## src/rtl/fft_frame_sched_if.sv

```systemverilog
// FIFO read port and FFT output stream of the frame scheduler, bundled for port connection.
// master = scheduler side, slave = FIFO/FFT environment side.
interface fft_frame_sched_if #(
  parameter int DATA_WIDTH = 16
);
  logic                  fifo_rd_en;
  logic                  fifo_rd_vld;
  logic [DATA_WIDTH-1:0] fifo_rd_data;
  logic                  m_valid;
  logic                  m_ready;
  logic [DATA_WIDTH-1:0] m_data;
  logic                  m_first;
  logic                  m_last;

  modport master (
    output fifo_rd_en,
    input  fifo_rd_vld,
    input  fifo_rd_data,
    output m_valid,
    output m_data,
    output m_first,
    output m_last,
    input  m_ready
  );

  modport slave (
    input  fifo_rd_en,
    output fifo_rd_vld,
    output fifo_rd_data,
    input  m_valid,
    input  m_data,
    input  m_first,
    input  m_last,
    output m_ready
  );
endinterface

```

## src/rtl/fft_frame_sched.sv

```systemverilog
// Pops FIFO samples into FRAME_LEN-sample frames for the FFT, with GAP_CYCLES idle cycles between frames.
// Latency 1 clk from pop to m_valid; single output slot refills on the accept cycle, so 1 sample/clk.
module fft_frame_sched #(
  parameter int DATA_WIDTH = 16,
  parameter int FRAME_LEN  = 1024,
  parameter int GAP_CYCLES = 4
) (
  input  logic                   clk,
  input  logic                   rst_n,
  input  logic                   enable,
  input  logic                   flush,
  fft_frame_sched_if.master      io,
  output logic                   frame_done,
  output logic [15:0]            frame_cnt,
  output logic [15:0]            stall_cnt,
  output logic                   busy
);

  localparam logic [15:0] LAST_IDX = 16'(FRAME_LEN - 1);
  localparam logic [7:0]  GAP_LAST = (GAP_CYCLES > 0) ? 8'(GAP_CYCLES - 1) : 8'd0;

  typedef enum logic [1:0] {
    ST_IDLE   = 2'd0,
    ST_STREAM = 2'd1,
    ST_DRAIN  = 2'd2,
    ST_GAP    = 2'd3
  } state_t;

  state_t                state_q, state_d;
  logic [15:0]           pop_idx_q, pop_idx_d;
  logic [7:0]            gap_q, gap_d;
  logic                  m_valid_q, m_valid_d;
  logic [DATA_WIDTH-1:0] m_data_q, m_data_d;
  logic                  m_first_q, m_first_d;
  logic                  m_last_q, m_last_d;
  logic [15:0]           frame_cnt_q, frame_cnt_d;
  logic [15:0]           stall_cnt_q, stall_cnt_d;

  logic slot_free;
  logic pop;
  logic last_acc;

  always_comb begin
    slot_free = !m_valid_q || io.m_ready;
    pop       = (state_q == ST_STREAM) && io.fifo_rd_vld && slot_free && !flush;
    last_acc  = (state_q == ST_DRAIN) && m_valid_q && io.m_ready && !flush;

    state_d     = state_q;
    pop_idx_d   = pop_idx_q;
    gap_d       = gap_q;
    m_valid_d   = m_valid_q && !io.m_ready;
    m_data_d    = m_data_q;
    m_first_d   = m_first_q;
    m_last_d    = m_last_q;
    frame_cnt_d = frame_cnt_q + {15'd0, last_acc};
    stall_cnt_d = stall_cnt_q;

    if (state_q == ST_STREAM && slot_free && !io.fifo_rd_vld && stall_cnt_q != 16'hFFFF) begin
      stall_cnt_d = stall_cnt_q + 16'd1;
    end

    if (pop) begin
      m_valid_d = 1'b1;
      m_data_d  = io.fifo_rd_data;
      m_first_d = (pop_idx_q == 16'd0);
      m_last_d  = (pop_idx_q == LAST_IDX);
    end

    unique case (state_q)
      ST_IDLE: begin
        if (enable) begin
          state_d   = ST_STREAM;
          pop_idx_d = 16'd0;
        end
      end
      ST_STREAM: begin
        if (pop) begin
          if (pop_idx_q == LAST_IDX) begin
            state_d   = ST_DRAIN;
            pop_idx_d = 16'd0;
          end else begin
            pop_idx_d = pop_idx_q + 16'd1;
          end
        end
      end
      ST_DRAIN: begin
        if (last_acc) begin
          gap_d     = 8'd0;
          pop_idx_d = 16'd0;
          if (GAP_CYCLES > 0) begin
            state_d = ST_GAP;
          end else begin
            state_d = enable ? ST_STREAM : ST_IDLE;
          end
        end
      end
      ST_GAP: begin
        if (gap_q == GAP_LAST) begin
          gap_d     = 8'd0;
          pop_idx_d = 16'd0;
          state_d   = enable ? ST_STREAM : ST_IDLE;
        end else begin
          gap_d = gap_q + 8'd1;
        end
      end
      default: state_d = ST_IDLE;
    endcase

    // Flush drops the held beat and the partial frame but leaves the counters alone.
    if (flush) begin
      state_d   = ST_IDLE;
      pop_idx_d = 16'd0;
      gap_d     = 8'd0;
      m_valid_d = 1'b0;
      m_first_d = 1'b0;
      m_last_d  = 1'b0;
    end
  end

  always_ff @(posedge clk or negedge rst_n) begin
    if (!rst_n) begin
      state_q     <= ST_IDLE;
      pop_idx_q   <= 16'd0;
      gap_q       <= 8'd0;
      m_valid_q   <= 1'b0;
      m_data_q    <= '0;
      m_first_q   <= 1'b0;
      m_last_q    <= 1'b0;
      frame_cnt_q <= 16'd0;
      stall_cnt_q <= 16'd0;
    end else begin
      state_q     <= state_d;
      pop_idx_q   <= pop_idx_d;
      gap_q       <= gap_d;
      m_valid_q   <= m_valid_d;
      m_data_q    <= m_data_d;
      m_first_q   <= m_first_d;
      m_last_q    <= m_last_d;
      frame_cnt_q <= frame_cnt_d;
      stall_cnt_q <= stall_cnt_d;
    end
  end

  assign io.fifo_rd_en = pop;
  assign io.m_valid    = m_valid_q;
  assign io.m_data     = m_data_q;
  assign io.m_first    = m_first_q;
  assign io.m_last     = m_last_q;
  assign frame_done    = last_acc;
  assign frame_cnt     = frame_cnt_q;
  assign stall_cnt     = stall_cnt_q;
  assign busy          = (state_q != ST_IDLE);

endmodule
```

## src/flat_wrapper.sv

```systemverilog
// flat-port wrapper written by rule: the top's interface ports become plain ports
module fft_frame_sched_flat 
#(
  parameter int DATA_WIDTH = 16,
  parameter int FRAME_LEN  = 1024,
  parameter int GAP_CYCLES = 4
)
  (clk, rst_n, enable, flush, frame_done, frame_cnt, stall_cnt, busy, io_fifo_rd_en, io_fifo_rd_vld, io_fifo_rd_data, io_m_valid, io_m_data, io_m_first, io_m_last, io_m_ready);
  fft_frame_sched_if #(.DATA_WIDTH(DATA_WIDTH)) io_i ();
  input  logic clk;
  input  logic rst_n;
  input  logic enable;
  input  logic flush;
  output logic frame_done;
  output logic [15:0] frame_cnt;
  output logic [15:0] stall_cnt;
  output logic busy;
  output wire logic [$bits(io_i.fifo_rd_en)-1:0] io_fifo_rd_en;
  input wire logic [$bits(io_i.fifo_rd_vld)-1:0] io_fifo_rd_vld;
  input wire logic [$bits(io_i.fifo_rd_data)-1:0] io_fifo_rd_data;
  output wire logic [$bits(io_i.m_valid)-1:0] io_m_valid;
  output wire logic [$bits(io_i.m_data)-1:0] io_m_data;
  output wire logic [$bits(io_i.m_first)-1:0] io_m_first;
  output wire logic [$bits(io_i.m_last)-1:0] io_m_last;
  input wire logic [$bits(io_i.m_ready)-1:0] io_m_ready;
  assign io_fifo_rd_en = io_i.fifo_rd_en;
  assign io_i.fifo_rd_vld = io_fifo_rd_vld;
  assign io_i.fifo_rd_data = io_fifo_rd_data;
  assign io_m_valid = io_i.m_valid;
  assign io_m_data = io_i.m_data;
  assign io_m_first = io_i.m_first;
  assign io_m_last = io_i.m_last;
  assign io_i.m_ready = io_m_ready;
  fft_frame_sched #(.DATA_WIDTH(DATA_WIDTH), .FRAME_LEN(FRAME_LEN), .GAP_CYCLES(GAP_CYCLES)) u_core (.clk(clk), .rst_n(rst_n), .enable(enable), .flush(flush), .io(io_i), .frame_done(frame_done), .frame_cnt(frame_cnt), .stall_cnt(stall_cnt), .busy(busy));
endmodule
```

## config.mk

```make
export PLATFORM = sky130hd
export DESIGN_NAME = fft_frame_sched_flat
export DESIGN_NICKNAME = d
export VERILOG_FILES = /design/src/rtl/fft_frame_sched_if.sv /design/src/rtl/fft_frame_sched.sv /design/src/flat_wrapper.sv
export SDC_FILE = /design/constraint.sdc
export NUM_CORES = 1
export LEC_CHECK = 0
export CAP_MARGIN = 10
export CORE_MARGIN = 3
export CORE_UTILIZATION = 52
export CTS_CLUSTER_SIZE = 12
export DETAILED_ROUTE_END_ITERATION = 10
export PLACE_DENSITY = 0.81
export SYNTH_ARGS = -nofsm -noshare
export SYNTH_HDL_FRONTEND = slang
export SYNTH_SLANG_ARGS = --single-unit
```

## constraint.sdc

```tcl
create_clock -name clk -period 2.36 [get_ports clk]
set_input_delay 0.472 -clock clk [delete_from_list [all_inputs] [get_ports clk]]
set_output_delay 0.472 -clock clk [all_outputs]
set_load 0.005 [all_outputs]
```

==> qor.yml, run 1 <==
outcome:
  status: "finished, final reports clean"
cells_and_area:
  drive_gt1_share_pct: 12.3
  n_antenna_cell: 0
  nets: 525
  layout_commonest_cell: "dfrtp_1"
  area_growth_syn_to_layout_pct: 33.0
  utilization_pct: 72.5
  nFillCells: 499
  final_cell_mix: "dfrtp_1, nand2_1, clkdlybuf4s50_1, nand3_1, buf_4"
logic_synthesis:
  synth_seq_cells: 77
  ys_seq_area_share_pct: 50.9
  synthArstFlopShare_pct: 100
  netlist_area_mm2: 0.00379
  ys_types: 46
  ys_warn_count: 0
  ys.flop_type: "dfrtp_1"
  synth_nets: 423
  synth-edff-count: 0
  syn_area_per_cell_um2: 9.71
  synth_cells: 390
floorplanning:
  num_rows: 30
  fp.dieH_um: 91.3
  die_x_um: 91.3
  io_pins: 76
  die_area_mm2: 0.00834
  coreArea_mm2: 0.00694
  initial_core_util_pct: 54.5
clock_tree:
  cts_buffers: 9
  cts_hold_buf: 0
  cts_num_sinks: 77
  cts_buffer_depth: 2
  clk_latency_ns: 0.35
  tritoncts: "yes"
  clock-root-buffer: "clkbuf_8"
  htree_levels: 3
  clk_pin_slew_worst_paths_ns: 0.08
drt:
  ant_nets: 0
  vias: 3202
  wl_met2_mm: 3.99
  wl_per_cell_um: 14.4
  m1WireLength_mm: 3.91
  met3WireLength_um: 430
  vias_per_cell: 5.40
  drc: 0
  drt_wl_total_mm: 8.52
  drtIter0Drc: 117
  top_layer_used: "met4"
  dr.pass1.iters: 4
place:
  place_congestion: 0.852
  dp_hpwl_mm: 6.21
  dp_slack_ns: -0.228
  port-buffer-count: 75
critical_path:
  path_buf_inv: 3
  cpPeakStageDelay_ns: 0.47
  crit_chain: "clkdlybuf4s50_1 > nand2b_1 > or3b_4 > clkinv_8 > dlygate4sd2_1"
  crit_arrival_ns: 1.79
  crit_type: "in -> out"
  slowest_stage: "clkdlybuf4s50_1"
  cp_max_fo: 2
  timing.rr.start: "u_core.gap_q[0]"
  end_kind: "output pin"
  rr_endpoint: "u_core.state_q[0]"
  start_kind: "primary input"
  r2r_slack_ns: 0.13
  cp_top_family: "buffers and inverters"
  required_ns: 1.89
  r2r.worst_path.cells: 7
power_and_ir_drop:
  power.static_leakage_uw: 0.00227
  p_total_uw: 3910
  worst_ir_drop_vdd_uv: 361
  cellPowerDensity_mw_per_mm2: 777
global_route:
  grt_pass1_vias: 3100
  grt_max_degree: 45
  grtUsageTotal_pct: 21.6
  grt_antenna_before_repair: 0
  globalRouteOverflowTotal: 0
  grt_pass1_wl_mm: 14.7
timing:
  final_max_slew_viol_count: 0
  setup_viol: 0
  clock.fmax_mhz: 442
  fin_skew_ns: 0.00738
  slew_headroom_pct: 70.2
  rsz0062_at_grt: "false"
  setup_ws_ns: 0.0982
  worst_pin_slew_ns: 0.444
  period_minus_slack_ns: 2.26
  hold_violations: 0
  post-route-period-util_pct: 95.8
job:
  max_cap_viol_count: 0
min_path:
  hp-class: "in -> async"
kinds of logic (layout without fill, tap and decap cells):
group | after synthesis | in the layout | share of synthesized area (%)
and+or+nand+nor | 175 | 175 | 23.3
DFF | 77 | 77 | 50.9
AOI/OAI and AO/OA | 67 | 67 | 11.1
buffers and inverters | 30 | 137 | 4.03
xor gates and xnor gates | 28 | 28 | 6.48
adders and majority gates | 11 | 11 | 3.63
muxes | 2 | 2 | 0.595
power by group:
group,switching (uW),leakage [uW],internal [uW],total (uW)
Clock,502,0.000110,549,1050
Combinational,525,0.00112,663,1190
Sequential,148,0.00104,1530,1680
Yosys cell counts, drive strengths merged (6+ instances only):
cell	n	area share, %
dfrtp	77	51
nand2	75	7.4
nand3	31	4.1
o21ai	23	3.3
xnor2	20	4.6
inv	19	1.9
nor2	18	1.8
a21oi	16	2.1
ha	11	3.6
and3	9	1.5
nand4	9	1.9
o31ai	9	1.8
xor2	8	1.9
o22ai	7	1.2
buf	6	1.3
nand2b	6	1.2
how the worst max path moves through the flow:
stage	from	end	slack (ns)	cells after the start
CTS	io_m_ready	io_fifo_rd_en	0.09	5
floorplan	u_core.state_q[1]	io_fifo_rd_en	0.26	8
detailed placement	io_m_ready	io_fifo_rd_en	-0.23	5
finish	io_m_ready	io_fifo_rd_en	0.1	5
global placement	io_fifo_rd_vld	io_fifo_rd_en	-0.22	5
global route	u_core.gap_q[0]	u_core.state_q[0]	0.04	7
sequential cells by signal, summed over array words and instances, names as in the netlist:
name / flops
u_core.frame_cnt: 16
u_core.gap_q: 8
u_core.io.m_data: 16
u_core.io.m_first: 1
u_core.io.m_last: 1
u_core.io.m_valid: 1
u_core.pop_idx_q: 16
u_core.stall_cnt: 16
u_core.state_q: 2
per-layer routing:
metal	vias up	track usage [%]
li1	1566	-
met1	1528	29.1
met2	92	33.9
met3	16	4.72
met4	0	8.92
met5	-	0
area by class of cell:
class	count	area (um^2)	area share (%)
repair buffers	101	966	19.2
clock buffers	11	151	3.01
inverters	20	87.6	1.74
well taps	96	120	2.39
clock inverters	5	57.6	1.14
multi-input cells	283	1730	34.3
flip-flops and latches	77	1930	38.3
worst register-to-register path, delay by kind of cell, from the launching register on:
kind | cells | cell delay, ns
compound gates | 4 | 0.76
simple gates | 1 | 0.50
flops | 1 | 0.40
fa+ha+maj | 1 | 0.25
buf+inv | 1 | 0.19
what timing repair did:
item,in CTS,in global routing
buffers inserted,1,0
setup endpoints to repair,2,0
gates resized for setup,9,0
metrics by stage:
stage	std cells	hold WS (ns)	instance area, um^2	setup TNS (ns)
CTS	593	0.0610	5040	0
global placement	576	0.441	4800	-0.650
finish	593	0.0558	5040	0
detailed placement	576	0.439	4800	-0.870
global route	593	0.0762	5040	0
floorplan	390	0.176	3790	0
(Power assumes the default switching activity.)
==> run 2, diff against run 1 <==
ABC_CLOCK_PERIOD_IN_PS = 2100   (was not set)
clock period = 2.1 ns   (was 2.36 ns; I/O delays follow)
==> run 2 against run 1 <==
Largest cell class unchanged. Via count increased by 5.3%. Core utilization increased by 2.3 points. Combinational power increased by 24%. Hold slack improved by 0.42 ns. Sequential cell count is the same. Routed wire length grew 12%. Register-to-register slack got worse by 0.16 ns. The run now ends with setup timing left. Clock skew up 0.0021 ns. Sequential share of layout area fell by 1.2 points. Global-route usage is 1.3 points higher.
==> qor.yml, run 2 (synthesized netlist as in run 1, its figures left out) <==
outcome:
  status: "finished with violations"
  violations: "setup timing"
floorplanning:
  coreArea_mm2: 0.00694
  num_rows: 30
  initial_core_util_pct: 54.5
  die_area_mm2: 0.00834
  die_x_um: 91.3
  fp.dieH_um: 91.3
  io_pins: 76
cells_and_area:
  drive_gt1_share_pct: 17.7
  nets: 543
  area_growth_syn_to_layout_pct: 37.3
  n_antenna_cell: 0
  final_cell_mix: "dfrtp_1, nand2_1, clkdlybuf4s50_1, buf_4, nand3_1"
  layout_commonest_cell: "dfrtp_1"
clock_tree:
  tritoncts: "yes"
  clock-root-buffer: "clkbuf_8"
  clk_latency_ns: 0.36
  htree_levels: 3
  cts_buffer_depth: 2
  cts_buffers: 9
  clk_pin_slew_worst_paths_ns: 0.08
  cts_num_sinks: 77
timing:
  worst_pin_slew_ns: 0.477
  setup_viol: 2
  rsz0062_at_grt: "true"
  period_minus_slack_ns: 2.13
  fin_skew_ns: 0.00945
  post-route-period-util_pct: 102
  clock.fmax_mhz: 469
  fin_tns_setup_ns: -0.0531
  final_max_slew_viol_count: 0
  hold_violations: 0
  slew_headroom_pct: 68.0
  setup_ws_ns: -0.0339
critical_path:
  rr_endpoint: "u_core.pop_idx_q[2]"
  timing.rr.start: "u_core.gap_q[0]"
  startpoint: "u_core.gap_q[0]"
  cp_max_fo: 9
  cp_top_family: "compound AO/OA/AOI/OAI gates"
  slowest_stage: "or4b_4"
  crit_chain: "ha_2 > or4b_4 > o21ai_2 > a31oi_1 > buf_4 > buf_4 > o21ai_0 > o21ai_1"
  setup.worst_path.end: "u_core.pop_idx_q[2]"
  path_depth: 8
  crit_type: "reg -> reg"
  r2r.worst_path.cells: 8
  r2r_slack_ns: -0.03
  path_buf_inv: 2
  cpPeakStageDelay_ns: 0.49
  crit_top_cell: "buf_4"
  required_ns: 2.34
  end_kind: "flop"
  start_kind: "flop"
  crit_arrival_ns: 2.37
drt:
  dr.pass1.iters: 4
  drt_wl_total_mm: 9.56
  ant_nets: 0
  wl_per_cell_um: 15.7
  drtIter0Drc: 166
  drc: 0
  vias: 3371
  vias_per_cell: 5.52
power_and_ir_drop:
  power.static_leakage_uw: 0.00234
  worst_ir_drop_vdd_uv: 447
  cellPowerDensity_mw_per_mm2: 849
  p_total_uw: 4410
place:
  dp_hpwl_mm: 6.62
  port-buffer-count: 75
  place_congestion: 0.872
global_route:
  grt_pass1_vias: 3265
  globalRouteOverflowTotal: 0
  grt_max_degree: 31
  grtUsageTotal_pct: 22.9
  grt_pass1_wl_mm: 15.5
  grt_antenna_before_repair: 0
min_path:
  hp-class: "reg -> reg"
  hold_depth: 1
job:
  max_cap_viol_count: 0
## run 2: worst min path at each step
| stage | startpoint | end | slack [ns] |
|---|---|---|---|
| 2_1_floorplan | rst_n | u_core.frame_cnt[0] | 0.12 |
| 3_3_place_gp | rst_n | u_core.stall_cnt[11] | 0.37 |
| 3_5_place_dp | rst_n | u_core.stall_cnt[11] | 0.38 |
| 4_1_cts | u_core.io.m_data[5] | u_core.io.m_data[5] | 0.48 |
| 5_1_grt | u_core.frame_cnt[15] | u_core.frame_cnt[15] | 0.51 |
| 6_report | u_core.frame_cnt[15] | u_core.frame_cnt[15] | 0.47 |
## run 2: area by class of cell
cell class | instances | area (um^2)
sequential | 77 | 1930
multi-input combinational | 283 | 1800
fill | 469 | 1750
timing repair buffer | 119 | 1070
clock buffer | 11 | 151
tap | 96 | 120
inverter | 20 | 87.6
clock inverter | 5 | 33.8
## run 2: timing repair
item / in CTS / in global routing
endpoints found under the hold margin: 4 / 0
pin swaps: 1 / 1
endpoints found under the setup margin: 8 / 11
hold buffers: 1 / 0
gates resized for setup: 9 / 22
buffers inserted: 2 / 2
## run 2: metrics by stage
stage / hold slack [ns] / instance area, um^2 / cells / utilization [%] / worst slack [ns]
after detailed placement: 0.377 / 4880 / 590 / 70.3 / -0.386
final: 0.474 / 5200 / 611 / 74.9 / -0.0339
after CTS: 0.482 / 5110 / 609 / 73.6 / -0.0675
after floorplan: 0.124 / 3790 / 390 / - / 0.0146
after global routing: 0.514 / 5200 / 611 / 74.9 / -0.131
after global placement: 0.372 / 4880 / 590 / 70.3 / -0.383
## run 2: where the power goes
group	internal [uW]	switching, uW	total, uW
Combinational	823	649	1470
Clock	493	556	1050
Sequential	1720	174	1890
## run 2: metal layers
metal	vias up	global-route usage (%)	wire, um
met5	-	0	0
met4	0	8.29	190
met3	18	5.72	520
met2	112	37.5	4780
met1	1637	29.5	4070
li1	1604	-	-
==> run 3, diff against run 2 <==
CORE_MARGIN = 2   (was 3)
==> run 3 against run 2 <==
The flow now finishes without violations. Non-clock buffer count fell by 3. Total power rose by 2.2%. Clock-buffer cell count fell by 1. Final cell count did not move. Sequential cell count did not move. Routed wire length fell by 3.5%. Clock power rose by 13%.
==> qor.yml, run 3 (synthesized netlist as in run 1, its figures left out) <==
outcome:
  status: "finished, final reports clean"
place:
  dp_slack_ns: -0.452
  place_congestion: 0.855
  port-buffer-count: 75
  dp_hpwl_mm: 6.41
timing:
  rsz0062_at_grt: "true"
  fin_skew_ns: 0.00884
  final_max_slew_viol_count: 0
  period_minus_slack_ns: 2.09
  setup_ws_ns: 0.00598
  slew_headroom_pct: 65.3
  hold_violations: 0
  setup_viol: 0
  hold-worst-slack_ns: 0.0300
  fin_tns_setup_ns: 0
  worst_pin_slew_ns: 0.520
  post-route-period-util_pct: 99.7
  clock.fmax_mhz: 478
floorplanning:
  num_rows: 31
  die_area_mm2: 0.00798
  initial_core_util_pct: 53.1
  io_pins: 76
  coreArea_mm2: 0.00714
  fp.dieH_um: 89.3
  die_x_um: 89.3
critical_path:
  end_kind: "output pin"
  required_ns: 1.68
  crit_arrival_ns: 1.67
  crit_type: "reg -> out"
  start_kind: "flop"
  cp_max_fo: 2
  r2r.worst_path.cells: 10
clock_tree:
  clk_pin_slew_worst_paths_ns: 0.08
  htree_levels: 3
  cts_buffers: 9
  clock-root-buffer: "clkbuf_8"
  cts_hold_buf: 0
  tritoncts: "yes"
  clk_latency_ns: 0.36
  cts_num_sinks: 77
  cts_buffer_depth: 2
global_route:
  globalRouteOverflowTotal: 0
  grt_pass1_vias: 3160
  grt_pass1_wl_mm: 14.4
  grtUsageTotal_pct: 23.4
  grt_max_degree: 40
  grt_antenna_before_repair: 0
min_path:
  hp-class: "in -> async"
drt:
  ant_nets: 0
  drc: 0
  dr.pass1.iters: 5
  drt_wl_total_mm: 9.23
  vias_per_cell: 5.43
  vias: 3317
  wl_per_cell_um: 15.1
  drtIter0Drc: 203
cells_and_area:
  drive_gt1_share_pct: 16.6
  utilization_pct: 72.8
  n_antenna_cell: 0
  area_growth_syn_to_layout_pct: 37.2
  nFillCells: 530
  nets: 540
  final_cell_mix: "dfrtp_1, nand2_1, clkdlybuf4s50_1, buf_4, nand3_1"
  layout_commonest_cell: "dfrtp_1"
power_and_ir_drop:
  p_switching_uw: 1390
  power_frac_clock_pct: 26.3
  worst_ir_drop_vdd_uv: 494
  cellPowerDensity_mw_per_mm2: 868
  power_frac_seq_pct: 41.8
  pwr-share-comb_pct: 31.8
  switching_share_pct: 30.7
  p_int_uw: 3120
  p_total_uw: 4510
  power.static_leakage_uw: 0.00234
job:
  max_cap_viol_count: 0
run 3: changes by cell type in the layout (fill, tap and decap cells not counted), sizes merged:
cell and delta:
buf -2, bufinv +1, clkbuf -1, clkdlybuf4s15 -1
clkdlybuf4s50 -1, clkinv -2, clkinvlp +1, dlygate4sd2 +1
dlygate4sd3 -1, dlymetal6s2s +1, inv +1
run 3: metrics by stage:
stage	cells	area (um^2)
after floorplan	390	3790
after global placement	592	4900
after detailed placement	592	4900
after CTS	609	5140
after global routing	611	5190
final	611	5190
run 3: worst paths after layout:
| path | slack (ns) | startpoint | endpoint |
|---|---|---|---|
| min in group clk | 0.48 | u_core.frame_cnt[15] | u_core.frame_cnt[15] |
| setup / recovery | 0.006 | u_core.state_q[1] | io_fifo_rd_en |
| hold reg to reg | 0.48 | u_core.frame_cnt[15] | u_core.frame_cnt[15] |
| setup reg to reg | 0.09 | u_core.state_q[0] | u_core.gap_q[7] |
| hold / removal | 0.03 | rst_n | u_core.stall_cnt[14] |
| max in group asynchronous | 1.51 | rst_n | u_core.gap_q[6] |
run 3: layout make-up:
class	instances	area [um^2]	share of cell area [%]
Clock buffer	10	138	2.65
Clock inverter	6	70.1	1.35
Inverter	20	87.6	1.69
Multi-Input combinational cell	283	1770	34.1
Sequential cell	77	1930	37.1
Tap cell	99	124	2.38
Timing Repair Buffer	116	1080	20.7
run 3: what timing repair did:
action                                  in CTS  in global routing
hold endpoints to repair                     0                  0
gates resized for setup                      9                 15
endpoints found under the setup margin      20                 11
buffers inserted                             1                  2
pin swaps                                    0                  5
run 3: critical path, stage by stage, from the launching register on:
cell and delay [ns]:
dfrtp_1 0.40, inv_2 0.09, ha_4 0.15, nand2b_4 0.05, or3b_4 0.45, clkinv_8 0.06
clkbuf_2 0.11
run 3: power by group through the flow:
stage / clock network (uW) / registers (uW) / logic (uW)
after floorplan: 0 / 1920 / 531
after global placement: 0 / 1900 / 1340
after detailed placement: 0 / 1910 / 1380
after CTS: 1200 / 1880 / 1410
after global routing: 1270 / 1920 / 1590
final: 1190 / 1890 / 1440
run 3: routing by layer:
metal | part of all wire, % | GRT usage [%] | up-vias
li1 | - | - | 1592
met1 | 43 | 31.9 | 1602
met2 | 48 | 36.4 | 103
met3 | 5.8 | 4.25 | 20
met4 | 2.3 | 11.0 | 0
met5 | 0 | 0 | -
